<file path="src/rtl/wb_write_arbiter_pkg.sv">
`default_nettype none
// ============================================================================
// Module      : wb_write_arbiter_pkg
// Description : Shared widths and constants for the writeback arbiter.
// Revision    : 1.0 - initial release
// ============================================================================
package wb_write_arbiter_pkg;

  // Default register address / data widths
  localparam int c_ADDR_W_DEF = 5;
  localparam int c_DATA_W_DEF = 32;

  // Register 0 is hard-wired: writes to it are dropped
  localparam int c_ZERO_REG = 0;

  // Regfile write-enable values
  localparam logic c_WR_ENABLE  = 1'b1;
  localparam logic c_WR_DISABLE = 1'b0;

  // Width of a round-robin pointer over n requesters (at least 1 bit)
  function automatic int ptr_width(input int n);
    return (n > 1) ? $clog2(n) : 1;
  endfunction

endpackage
`default_nettype wire

</file>
<file path="src/rtl/wb_write_arbiter_rr_pick.sv">
`default_nettype none
// ============================================================================
// Module      : wb_write_arbiter_rr_pick
// Description : One-hot round-robin picker. Returns the first set candidate
//               at or after rr_ptr, wrapping around.
// Revision    : 1.0 - initial release
// ============================================================================
module wb_write_arbiter_rr_pick
  import wb_write_arbiter_pkg::*;
#(
  parameter int NUM_REQ = 2,
  parameter int PTR_W   = 1
) (
  input  logic [NUM_REQ-1:0] cand,
  input  logic [PTR_W-1:0]   rr_ptr,
  output logic [NUM_REQ-1:0] grant
);

  logic [2*NUM_REQ-1:0] w_dbl;
  logic [2*NUM_REQ-1:0] w_sel_dbl;
  logic [NUM_REQ-1:0]   w_rot;
  logic [NUM_REQ-1:0]   w_rot_pick;

  // Rotate so rr_ptr sits at bit 0, isolate lowest set bit, rotate back
  always_comb begin
    w_dbl      = {cand, cand} >> rr_ptr;
    w_rot      = w_dbl[NUM_REQ-1:0];
    w_rot_pick = w_rot & (~w_rot + NUM_REQ'(1));
    w_sel_dbl  = {w_rot_pick, w_rot_pick} << rr_ptr;
    grant      = w_sel_dbl[2*NUM_REQ-1:NUM_REQ];
  end

endmodule
`default_nettype wire

</file>
<file path="src/rtl/wb_write_arbiter.sv">
`default_nettype none
// ============================================================================
// Module      : wb_write_arbiter
// Description : Shares the regfile write port among NUM_REQ writeback
//               sources via one-entry hold buffers, an age matrix for
//               same-register ordering, round-robin grant and a registered
//               write stage. Exports a pending-register mask.
// Revision    : 1.0 - initial release
// ============================================================================
module wb_write_arbiter
  import wb_write_arbiter_pkg::*;
#(
  parameter int NUM_REQ = 2,
  parameter int ADDR_W  = c_ADDR_W_DEF,
  parameter int DATA_W  = c_DATA_W_DEF
) (
  input  logic                      clk_in,
  input  logic                      rst_in,
  input  logic [NUM_REQ-1:0]        req_valid,
  output logic [NUM_REQ-1:0]        req_ready,
  input  logic [NUM_REQ*ADDR_W-1:0] req_addr,
  input  logic [NUM_REQ*DATA_W-1:0] req_data,
  output logic                      wr_en,
  output logic [ADDR_W-1:0]         wr_addr,
  output logic [DATA_W-1:0]         wr_data,
  output logic [(1<<ADDR_W)-1:0]    pending_mask
);

  localparam int PTR_W = ptr_width(NUM_REQ);

  logic [NUM_REQ-1:0]              r_hold_valid;
  logic [NUM_REQ-1:0][ADDR_W-1:0]  r_hold_addr;
  logic [NUM_REQ-1:0][DATA_W-1:0]  r_hold_data;
  // r_older[i][j]: entry i was captured before entry j
  logic [NUM_REQ-1:0][NUM_REQ-1:0] r_older;
  logic [PTR_W-1:0]                r_rr_ptr;
  logic                            r_wr_en;
  logic [ADDR_W-1:0]               r_wr_addr;
  logic [DATA_W-1:0]               r_wr_data;

  logic [NUM_REQ-1:0] w_xfer;
  logic [NUM_REQ-1:0] w_cap;
  logic [NUM_REQ-1:0] w_stay;
  logic [NUM_REQ-1:0] w_cand;
  logic [NUM_REQ-1:0] w_grant;
  logic [ADDR_W-1:0]  w_grant_addr;
  logic [DATA_W-1:0]  w_grant_data;
  logic [PTR_W-1:0]   w_next_ptr;

  for (genvar gi = 0; gi < NUM_REQ; gi++) begin : g_req
    assign req_ready[gi] = ~r_hold_valid[gi] | w_grant[gi];
    assign w_xfer[gi]    = req_valid[gi] & req_ready[gi];
    // Writes to the zero register are accepted but never held
    assign w_cap[gi]     = w_xfer[gi] &
                           (req_addr[gi*ADDR_W +: ADDR_W] != ADDR_W'(c_ZERO_REG));
    assign w_stay[gi]    = r_hold_valid[gi] & ~w_grant[gi];
  end

  // An entry is eligible unless an older held entry targets the same register
  always_comb begin
    w_cand = r_hold_valid;
    for (int i = 0; i < NUM_REQ; i++) begin
      for (int j = 0; j < NUM_REQ; j++) begin
        if ((i != j) && r_hold_valid[j] && r_older[j][i] &&
            (r_hold_addr[j] == r_hold_addr[i])) begin
          w_cand[i] = 1'b0;
        end
      end
    end
  end

  wb_write_arbiter_rr_pick #(
    .NUM_REQ (NUM_REQ),
    .PTR_W   (PTR_W)
  ) u_rr_pick (
    .cand   (w_cand),
    .rr_ptr (r_rr_ptr),
    .grant  (w_grant)
  );

  // Mux the granted entry and compute the pointer that follows it
  always_comb begin
    w_grant_addr = '0;
    w_grant_data = '0;
    w_next_ptr   = r_rr_ptr;
    for (int k = 0; k < NUM_REQ; k++) begin
      if (w_grant[k]) begin
        w_grant_addr = w_grant_addr | r_hold_addr[k];
        w_grant_data = w_grant_data | r_hold_data[k];
        w_next_ptr   = (k == NUM_REQ - 1) ? '0 : PTR_W'(k + 1);
      end
    end
  end

  // Hold buffers: refill on capture, otherwise drain on grant
  always_ff @(posedge clk_in or negedge rst_in) begin
    if (!rst_in) begin
      r_hold_valid <= '0;
      r_hold_addr  <= '0;
      r_hold_data  <= '0;
    end else begin
      for (int i = 0; i < NUM_REQ; i++) begin
        if (w_cap[i]) begin
          r_hold_valid[i] <= 1'b1;
          r_hold_addr[i]  <= req_addr[i*ADDR_W +: ADDR_W];
          r_hold_data[i]  <= req_data[i*DATA_W +: DATA_W];
        end else if (w_grant[i]) begin
          r_hold_valid[i] <= 1'b0;
        end
      end
    end
  end

  // Age matrix: a new capture is younger than every entry that stays held;
  // simultaneous captures order by index
  always_ff @(posedge clk_in or negedge rst_in) begin
    if (!rst_in) begin
      r_older <= '0;
    end else begin
      for (int i = 0; i < NUM_REQ; i++) begin
        for (int j = 0; j < NUM_REQ; j++) begin
          if (i != j) begin
            if (w_cap[i] && w_cap[j]) begin
              r_older[i][j] <= (i < j);
            end else if (w_cap[i]) begin
              r_older[i][j] <= 1'b0;
            end else if (w_cap[j]) begin
              r_older[i][j] <= w_stay[i];
            end
          end
        end
      end
    end
  end

  // Output stage and round-robin pointer advance on each grant
  always_ff @(posedge clk_in or negedge rst_in) begin
    if (!rst_in) begin
      r_wr_en   <= c_WR_DISABLE;
      r_wr_addr <= '0;
      r_wr_data <= '0;
      r_rr_ptr  <= '0;
    end else if (|w_grant) begin
      r_wr_en   <= c_WR_ENABLE;
      r_wr_addr <= w_grant_addr;
      r_wr_data <= w_grant_data;
      r_rr_ptr  <= w_next_ptr;
    end else begin
      r_wr_en   <= c_WR_DISABLE;
    end
  end

  // Registers with a write still in flight (held or on the output stage)
  always_comb begin
    pending_mask = '0;
    for (int i = 0; i < NUM_REQ; i++) begin
      if (r_hold_valid[i]) begin
        pending_mask[r_hold_addr[i]] = 1'b1;
      end
    end
    if (r_wr_en) begin
      pending_mask[r_wr_addr] = 1'b1;
    end
  end

  assign wr_en   = r_wr_en;
  assign wr_addr = r_wr_addr;
  assign wr_data = r_wr_data;

endmodule
`default_nettype wire
</file>
<file path="config.mk">
export PLATFORM = sky130hd
export DESIGN_NAME = wb_write_arbiter
export DESIGN_NICKNAME = d
export VERILOG_FILES = /design/src/rtl/wb_write_arbiter_pkg.sv /design/src/rtl/wb_write_arbiter_rr_pick.sv /design/src/rtl/wb_write_arbiter.sv
export SDC_FILE = /design/constraint.sdc
export NUM_CORES = 1
export LEC_CHECK = 0
export ABC_AREA = 1
export CORE_ASPECT_RATIO = 1.75
export CORE_MARGIN = 3
export CORE_UTILIZATION = 40
export DETAILED_ROUTE_END_ITERATION = 6
export PLACE_DENSITY_LB_ADDON = 0.3
export SYNTH_ARGS = -nofsm -noshare
export SYNTH_HDL_FRONTEND = slang
export SYNTH_HIERARCHICAL = 1
export SYNTH_SLANG_ARGS = --single-unit
</file>
<file path="constraint.sdc">
create_clock -name clk_in -period 3 [get_ports clk_in]
set_input_delay 0.6 -clock clk_in [delete_from_list [all_inputs] [get_ports clk_in]]
set_output_delay 0.6 -clock clk_in [all_outputs]
set_load 0.05 [all_outputs]
</file>
==> metrics, run 1 <==
status=finished clean; Cell Chain, Critical Path=inv_1, nor3_1, nand2_1, nand3_1, dlygate4sd2_1; CP max stage delay=approximately 0.52 ns; commonest non-fill, non-tap cell in the layout=nand2_1; number of global-route vias before repair=between 5000 and 6000; Pre-antenna DRT Iters=5; Initial DRC Count=313; CTS Buf Count=17; post-synthesis sequential area ratio=0.517; mapped cell area=0.00566 mm^2; setup repair after global routing missed its margin=false; first-pass GRT wire length=28300 um; TritonCTS Sinks=117; Critical Path AT=2.18 ns; max_cap viols=0; Chip Width=between 90 and 100 um; clk_skew=0.0122 ns; initial antenna violation count=0; area leader, netlist=dfrtp_1; ANT nets after route=0; # setup viols final=0; initial core utilization=0.415; core area=0.0137 mm^2; Fill cells=1261; CP Capture Type=output pin; min-delay worst type=in -> async; cts hold-fix bufs=0; Buf/Inv on CP=2; Sequential cell area=0.00293 mm^2; Yosys reg bits=117; Worst EP required=between 2 and 2.5 ns; Synth cell types=24; site row count=56; root buffer cell=clkbuf_16; Finished Cell Area=0.00797 mm^2; clock slew at reported path FFs=0.06 ns; period utilisation layout=0.926; post-DP HPWL=12900 um; Final Hold Fails=0; crit path kind=reg -> out; DR WL/cell=16.5 um; Synth Area per Inst=between 7 and 8 um^2; Ys Warns=6; worst hold slack=0.0838 ns; dpl cells=~1000; final-stage net count=just under 1000; clock period minus final worst setup slack=~2.8 ns; CP Max Fanout=7; Routed WL=around 18000 um; power density over cell area=1320 mW/mm^2; slowest stage cell on the critical path=dlygate4sd2_1; Final WS setup=0.221 ns; Diodes inserted=0; Critical Path Source Type=register; top cell type's share of synthesized area=0.517; Largest delay share family, worst path=simple AND/OR/NAND/NOR gates; leak pwr=roughly 3.8 nW; worst-margin pin slew=roughly 0.58 ns; most frequent cells in the layout=nand2_1, nand3_1, clkdlybuf4s50_1; die area=around 0.016 mm^2; maximum buffer depth of the clock tree=2; Levels on crit path=5; input/output buffers=149; Vias/cell=5.15; CTS tree=yes; via count=5513; Net Count, Synth=805; drt drc=0; GP Congestion=0.907; Slew headroom=0.608; synth top area cells=dfrtp_1, nand2_1, nand3_1; Max Slew Vio Count=0; setup TNS=0 ns; Max H-tree Level=4; Clk Latency, worst-skew pair=0.42 ns; Congestion Overflow GR=0; r2r worst-path depth=13; Ports=150; Max VDD drop=between 0.5 and 0.6 mV; share of layout cells above drive strength 1=0.115; dpl ws=0.347 ns; non-filler cells, final=approximately 1100; fmax=360 MHz; area of the multi-input gates=0.00246 mm^2; Layout area overhead=40.6%; Worst R2R Setup Slack=~0.51 ns; gr usage total=0.239; die height=163 um; largest net degree at the start of global routing=52; Cell Area, Placed=0.00738 mm^2; synthesized instance count=727
## Yosys cell counts
library cell,number
xor2_1,1
nor3_1,29
o21ai_0,1
inv_2,3
a21oi_1,22
nand3_1,133
a21boi_4,1
o221ai_1,5
nor2_1,37
buf_1,4
nor2_4,1
nand2_2,2
nor2_8,1
dfrtp_1,117
o21ai_1,2
inv_1,37
xnor2_1,1
buf_4,1
nand2_1,276
clkbuf_1,11
nand3_2,1
nor3_2,7
o211ai_1,15
buf_2,19
## per-layer routing
metal	global-route usage	routed length, um
met5	0	0
met4	0.0959	484
met1	0.260	6600
met3	0.0502	787
met2	0.439	9820
## cells by family after synthesis
group | Yosys count | synth area share
xor gates and xnor gates | 2 | 0.00309
and+or+nand+nor | 487 | 0.372
AOI/OAI and AO/OA | 46 | 0.0530
DFF | 117 | 0.517
buffers and inverters | 75 | 0.0546
## what timing repair did
item                                    4_1_cts  5_1_grt
gates resized for setup                      12        6
buffers inserted                              0        0
endpoints found under the setup margin        9        2
## power breakdown
part,switching (W),internal (W)
Clock,0.000780,0.00116
Sequential,0.000543,0.00239
Combinational,0.00385,0.00178
## through the flow
stage / utilization / total power, W
4_1_cts: 0.583 / 0.0106
3_5_place_dp: 0.540 / 0.00858
6_report: 0.583 / 0.0105
3_3_place_gp: 0.540 / 0.00850
2_1_floorplan: - / 0.00661
5_1_grt: 0.583 / 0.0112
## cell type report
| cell class | count | share of cell area |
|---|---|---|
| clock inverter | 14 | 0.0177 |
| timing repair buffer | 172 | 0.206 |
| clock buffer | 18 | 0.0539 |
| multi-input combinational | 535 | 0.308 |
| sequential | 117 | 0.368 |
| inverter | 40 | 0.0188 |
| tap | 174 | 0.0273 |
## final timing paths
path | start | end
worst min register to register | r_hold_data[17] | r_hold_data[17]
max in group asynchronous | rst_in | r_hold_addr[7]
worst max-delay path | r_hold_addr[7] | pending_mask[23]
worst min-delay path | rst_in | r_hold_data[42]
worst max register to register | r_hold_addr[7] | wr_addr[4]
min in group clk_in | r_hold_data[17] | r_hold_data[17]
## sequential cells by signal, summed over array words and instances (netlist names)
signal,count
wr_en,1
wr_data,32
r_hold_addr,10
r_older,2
wr_addr,5
r_rr_ptr,1
r_hold_valid,2
r_hold_data,64
## worst reg2reg max path, stage by stage (launching register included)
cell and delay (ns):
dfrtp_2 0.43, inv_1 0.13, nand2_1 0.08, nand2_1 0.04
nor2_1 0.11, nand3_1 0.11, nor2_1 0.10, nor2_1 0.08
nand2_1 0.08, nand2_1 0.09, buf_4 0.22, inv_2 0.39
nand2_1 0.28, o221ai_1 0.24
Power figures use the tool's default switching activity.
==> run 2, diff against run 1 <==
- GPL_TIMING_DRIVEN: default -> 0
- SLEW_MARGIN: default -> 20
==> metrics, run 2 (synthesis results as in run 1) <==
setup repair after global routing missed its margin=true; initial antenna violation count=0 (unchanged); worst hold slack=0.122 ns (+0.0381 ns); Finished Cell Area=0.00818 mm^2 (+2.7%); Top Usage Layer GRT=met2; most frequent cells in the layout=nand2_1, nand3_1, clkdlybuf4s50_1; fmax=324 MHz (-9.8%); origin of the critical flop-to-flop path=r_hold_addr[9]; Max H-tree Level=4 (unchanged); core area=0.0137 mm^2 (unchanged); Critical Path Source Type=register; part of the power in registers=0.274 (-0.005); power density over cell area=1310 mW/mm^2 (-0.53%); dpl cells=1051 (+1.3%); Ports=150 (unchanged); input/output buffers=149 (unchanged); commonest non-fill, non-tap cell in the layout=nand2_1; Final Hold Fails=0 (unchanged); CP Max Fanout=8 (+1); site row count=56 (unchanged); Layout area overhead=44.4%; root buffer cell=clkbuf_16; r2r worst-path depth=14 (+1); DR WL/cell=16.7 um (+1.2%); Clock power frac=0.183 (-0.002); crit path kind=reg -> out; Top reg by flops=r_hold_data; Congestion Overflow GR=0 (unchanged); Switching Share=0.494 (+0.00148); Max VDD drop=0.726 mV (+24%); ANT nets after route=0 (unchanged); drt drc=0 (unchanged); P_sw=0.00530 W (+2.4%); period utilisation layout=1.03 (+0.101); maximum buffer depth of the clock tree=2 (unchanged); TritonCTS Sinks=117 (unchanged); initial core utilization=0.415 (unchanged); Slew headroom=0.569 (-0.0391); Initial DRC Count=297 (-5.1%); Max Slew Vio Count=0 (unchanged); status=finished with violations; met1 global-route usage=0.267 (+0.00664); largest net degree at the start of global routing=75 (+44%); Critical Path AT=2.48 ns (+0.30 ns); final core occ=0.599 (+0.0155); CTS tree=yes; Vias/cell=5.17 (+0.41%); via count=5644 (+2.4%); met2 Usage GRT=0.441 (+0.00158); Diodes inserted=0 (unchanged); dpl ws=-0.135 ns (-0.482 ns); first-pass GRT wire length=28900 um (+2.1%); failing checks=negative setup slack; leak pwr=4.02 nW (+5.0%); CTS Buf Count=17 (unchanged); GR Util met3=0.0452 (-0.00507); CP Capture Type=output pin; max_cap viols=0 (unchanged); Fill cells=1229 (-2.5%); Worst EP required=2.40 ns (about the same); final-stage net count=982 (+2.2%); Logic pwr share=0.543 (+0.007); # setup viols final=1 (+1); Routed WL=18200 um (+3.2%); clk_skew=0.00910 ns (-0.00308 ns); clock period minus final worst setup slack=3.08 ns (+0.303 ns); max reg flops=64 (unchanged); Pre-antenna DRT Iters=5 (unchanged); number of global-route vias before repair=5820 (+6.3%); Chip Width=96.0 um (unchanged); reg2reg end=wr_data[0]; Final WS setup=-0.0819 ns (-0.303 ns); non-filler cells, final=1091 (+2.0%); Cell Area, Placed=0.00740 mm^2 (+0.25%); gr usage total=0.243 (+0.00353); die height=163 um (unchanged); worst-margin pin slew=0.643 ns (+0.0596 ns); min-delay worst type=in -> async; share of layout cells above drive strength 1=0.111 (-0.00372); die area=0.0157 mm^2 (unchanged); Clk Latency, worst-skew pair=0.41 ns (about the same); Worst R2R Setup Slack=0.41 ns (-0.10 ns); post-DP HPWL=13500 um (+4.7%); clock slew at reported path FFs=0.05 ns (about the same); GP Congestion=0.960 (+5.9%); Internal=0.00543 W (+1.8%)
run 2: changes by cell type in the layout (fill, tap and decap cells not counted), moves of 7 or more:
cell | before | now
buf_2 | 0 | 18
buf_4 | 45 | 10
clkbuf_1 | 1 | 12
dlygate4sd2_1 | 9 | 24
dlymetal6s2s_1 | 0 | 7
nor3_1 | 29 | 16
nor3_4 | 3 | 10
run 2: through the flow:
stage | TNS, ns | power [W]
4_1_cts | -0.623 | 0.0106
6_report | -0.0819 | 0.0107
3_3_place_gp | -378.51 | 0.00842
3_5_place_dp | -0.135 | 0.00854
5_1_grt | -0.281 | 0.0114
2_1_floorplan | 0 | 0.00661
run 2: how the worst max path moves through the flow:
stage | end | startpoint | slack [ns] | cells past startpoint
after global routing | pending_mask[0] | r_hold_addr[6] | -0.20 | 4
after CTS | pending_mask[9] | wr_addr[0] | -0.11 | 5
after detailed placement | req_ready[0] | r_hold_addr[9] | -0.14 | 11
after global placement | r_hold_data[25] | rst_in | -3.25 | 1
final | pending_mask[0] | r_hold_addr[6] | -0.08 | 4
after floorplan | pending_mask[11] | wr_addr[1] | 0.63 | 4
run 2: power by group through the flow:
stage | clock (W) | combinational [W] | sequential, W
finish | 0.00197 | 0.00582 | 0.00294
global route | 0.00206 | 0.00631 | 0.00302
CTS | 0.00199 | 0.00568 | 0.00291
detailed placement | 0 | 0.00564 | 0.00289
global placement | 0 | 0.00554 | 0.00288
floorplan | 0 | 0.00294 | 0.00368
run 2: area by class of cell:
class	instances	area, um^2	share of cell area
Timing Repair Buffer	158	1570	0.192
Buffer	35	161	0.0197
Multi-Input combinational cell	535	2560	0.313
Clock buffer	19	443	0.0542
Inverter	40	160	0.0196
Sequential cell	117	2930	0.358
Tap cell	174	218	0.0266
Clock inverter	13	133	0.0162
run 2: critical path, stage by stage, from the launching register on:
cell             delay (ns)
dfrtp_1                0.46
nor3_2                 0.59
nand2_1                0.10
nand3_1                0.12
clkdlybuf4s50_1        0.81
run 2: metal layers:
layer | up-vias | share of wire
met5 | - | 0
met4 | 0 | 0.032
met3 | 39 | 0.044
met2 | 198 | 0.55
met1 | 2676 | 0.37
li1 | 2731 | -
run 2: what timing repair did:
item                                    in CTS  in global routing
gates resized for setup                     51                 31
endpoints found under the setup margin      34                 18
setup buffers                                0                  8
hold buffers                                 0                  0
pin swaps                                    0                  3
==> run 3, diff against run 2 <==
- CAP_MARGIN: default -> 10
- PLACE_DENSITY: default -> 0.76
- PLACE_DENSITY_LB_ADDON: 0.3 -> default
==> metrics, run 3 (synthesis results as in run 1) <==
Critical Path Source Type=register; maximum buffer depth of the clock tree=2 (unchanged); Vias/cell=5.24 (+1.3%); CP Capture Type=output pin; Top reg by flops=r_hold_data; largest net degree at the start of global routing=71 (-5.3%); Fill cells=1258 (+2.4%); max reg flops=64 (unchanged); total power=0.0105 W (-2.5%); TritonCTS Sinks=117 (unchanged); Worst EP required=2.40 ns (about the same); Final Hold Fails=0 (unchanged); DR WL/cell=16.1 um (-3.6%); CP Max Fanout=6 (-2); Layout area overhead=41.9%; root buffer cell=clkbuf_16; leak pwr=3.90 nW (-2.9%); Diodes inserted=0 (unchanged); commonest non-fill, non-tap cell in the layout=nand2_1; most frequent cells in the layout=nand2_1, nand3_1, clkdlybuf4s50_1; Initial DRC Count=311 (+4.7%); worst hold slack=0.129 ns (+0.00748 ns); fmax=351 MHz (+8.1%); crit path kind=reg -> out; Ports=150 (unchanged); initial core utilization=0.415 (unchanged); Pre-antenna DRT Iters=5 (unchanged); Max Slew Vio Count=0 (unchanged); via count=5678 (+0.60%); ANT nets after route=0 (unchanged); CTS Buf Count=17 (unchanged); power density over cell area=1300 mW/mm^2 (-0.77%); first-pass GRT wire length=27500 um (-4.7%); final-stage net count=976 (-0.61%); Top Usage Layer GRT=met2; gr usage total=0.231 (-0.0119); die area=0.0157 mm^2 (unchanged); status=finished clean; Max VDD drop=0.719 mV (-0.99%); clock slew at reported path FFs=0.05 ns (about the same); GP Congestion=0.953 (-0.73%); # setup viols final=0 (-1); min-delay worst type=in -> async; clock period minus final worst setup slack=2.85 ns (-0.230 ns); max_cap viols=0 (unchanged); site row count=56 (unchanged); post-DP HPWL=13100 um (-2.5%); Routed WL=17500 um (-4.3%); initial antenna violation count=0 (unchanged); share of layout cells above drive strength 1=0.0880 (-0.0232); Chip Width=96.0 um (unchanged); period utilisation layout=0.951 (-0.0766); drt drc=0 (unchanged); Clk Latency, worst-skew pair=0.41 ns (about the same); Sequential cell area=0.00293 mm^2 (about the same); CTS tree=yes; core area=0.0137 mm^2 (unchanged); met1 global-route usage=0.255 (-0.0124); Congestion Overflow GR=0 (unchanged); worst-margin pin slew=0.587 ns (-0.0557 ns); Critical Path AT=2.25 ns (-0.23 ns); GR Util met3=0.0447 (-0.000461); clk_skew=0.00611 ns (-0.00298 ns); number of global-route vias before repair=5605 (-3.7%); input/output buffers=149 (unchanged); Slew headroom=0.607 (+0.0382); Max H-tree Level=4 (unchanged); die height=163 um (unchanged); area of the multi-input gates=0.00254 mm^2 (-0.68%); met2 Usage GRT=0.408 (-0.0326)
-- run 3: critical path, cell delays in order, from the launching register on --
cell	delay, ns
dfrtp_1	0.46
inv_1	0.18
nor3_1	0.43
nand2_1	0.12
nand3_1	0.12
dlygate4sd2_1	0.53
-- run 3: what timing repair did --
| item | in CTS | in global routing |
|---|---|---|
| setup endpoints to repair | 34 | 13 |
| pin swaps | 0 | 2 |
| buffers inserted | 0 | 2 |
| cloned | 0 | 0 |
| resized for setup | 62 | 9 |
| hold buffers | 0 | 0 |
| endpoints found under the hold margin | 0 | 0 |
-- run 3: layout make-up --
| class | count | share of cell area |
|---|---|---|
| Sequential cell | 117 | 0.365 |
| Multi-Input combinational cell | 535 | 0.317 |
| Buffer | 35 | 0.0201 |
| Clock inverter | 5 | 0.00623 |
| Tap cell | 174 | 0.0271 |
| Timing Repair Buffer | 152 | 0.186 |
| Clock buffer | 25 | 0.0604 |
| Inverter | 40 | 0.0187 |
-- run 3: path summary, 6_finish.rpt --
path	startpoint	end	slack [ns]	cells after the start
min in group clk_in	r_hold_data[62]	r_hold_data[62]	0.47	2
max in group asynchronous	rst_in	r_hold_valid[0]	2.17	2
worst min-delay path	rst_in	wr_data[30]	0.13	1
worst max-delay path	r_hold_addr[8]	pending_mask[12]	0.15	5
worst min register to register	r_hold_data[62]	r_hold_data[62]	0.47	2
worst max register to register	r_hold_addr[4]	wr_data[7]	0.42	15
-- run 3: stage by stage --
stage | setup TNS (ns) | setup WS, ns | utilization | cell area, um^2 | cells
2_1_floorplan | 0 | 0.628 | - | 5660 | 727
3_3_place_gp | -368.45 | -3.16 | 0.540 | 7370 | 1050
3_5_place_dp | -0.0863 | -0.0863 | 0.542 | 7400 | 1051
4_1_cts | 0 | 0.0383 | 0.585 | 8000 | 1081
5_1_grt | -0.0298 | -0.0170 | 0.588 | 8040 | 1083
6_report | 0 | 0.148 | 0.588 | 8040 | 1083
-- run 3: metal layers --
metal  share of wire  vias to the layer above
met5               0                        -
met4           0.047                        0
met3           0.051                       57
met2            0.54                      217
met1            0.36                     2682
li1                -                     2722
-- run 3: report_power, final --
part / leakage [nW] / switching [W] / internal, W
registers: 1.39 / 0.000527 / 0.00239
logic: 2.24 / 0.00398 / 0.00172
clock network: 0.267 / 0.000653 / 0.00119
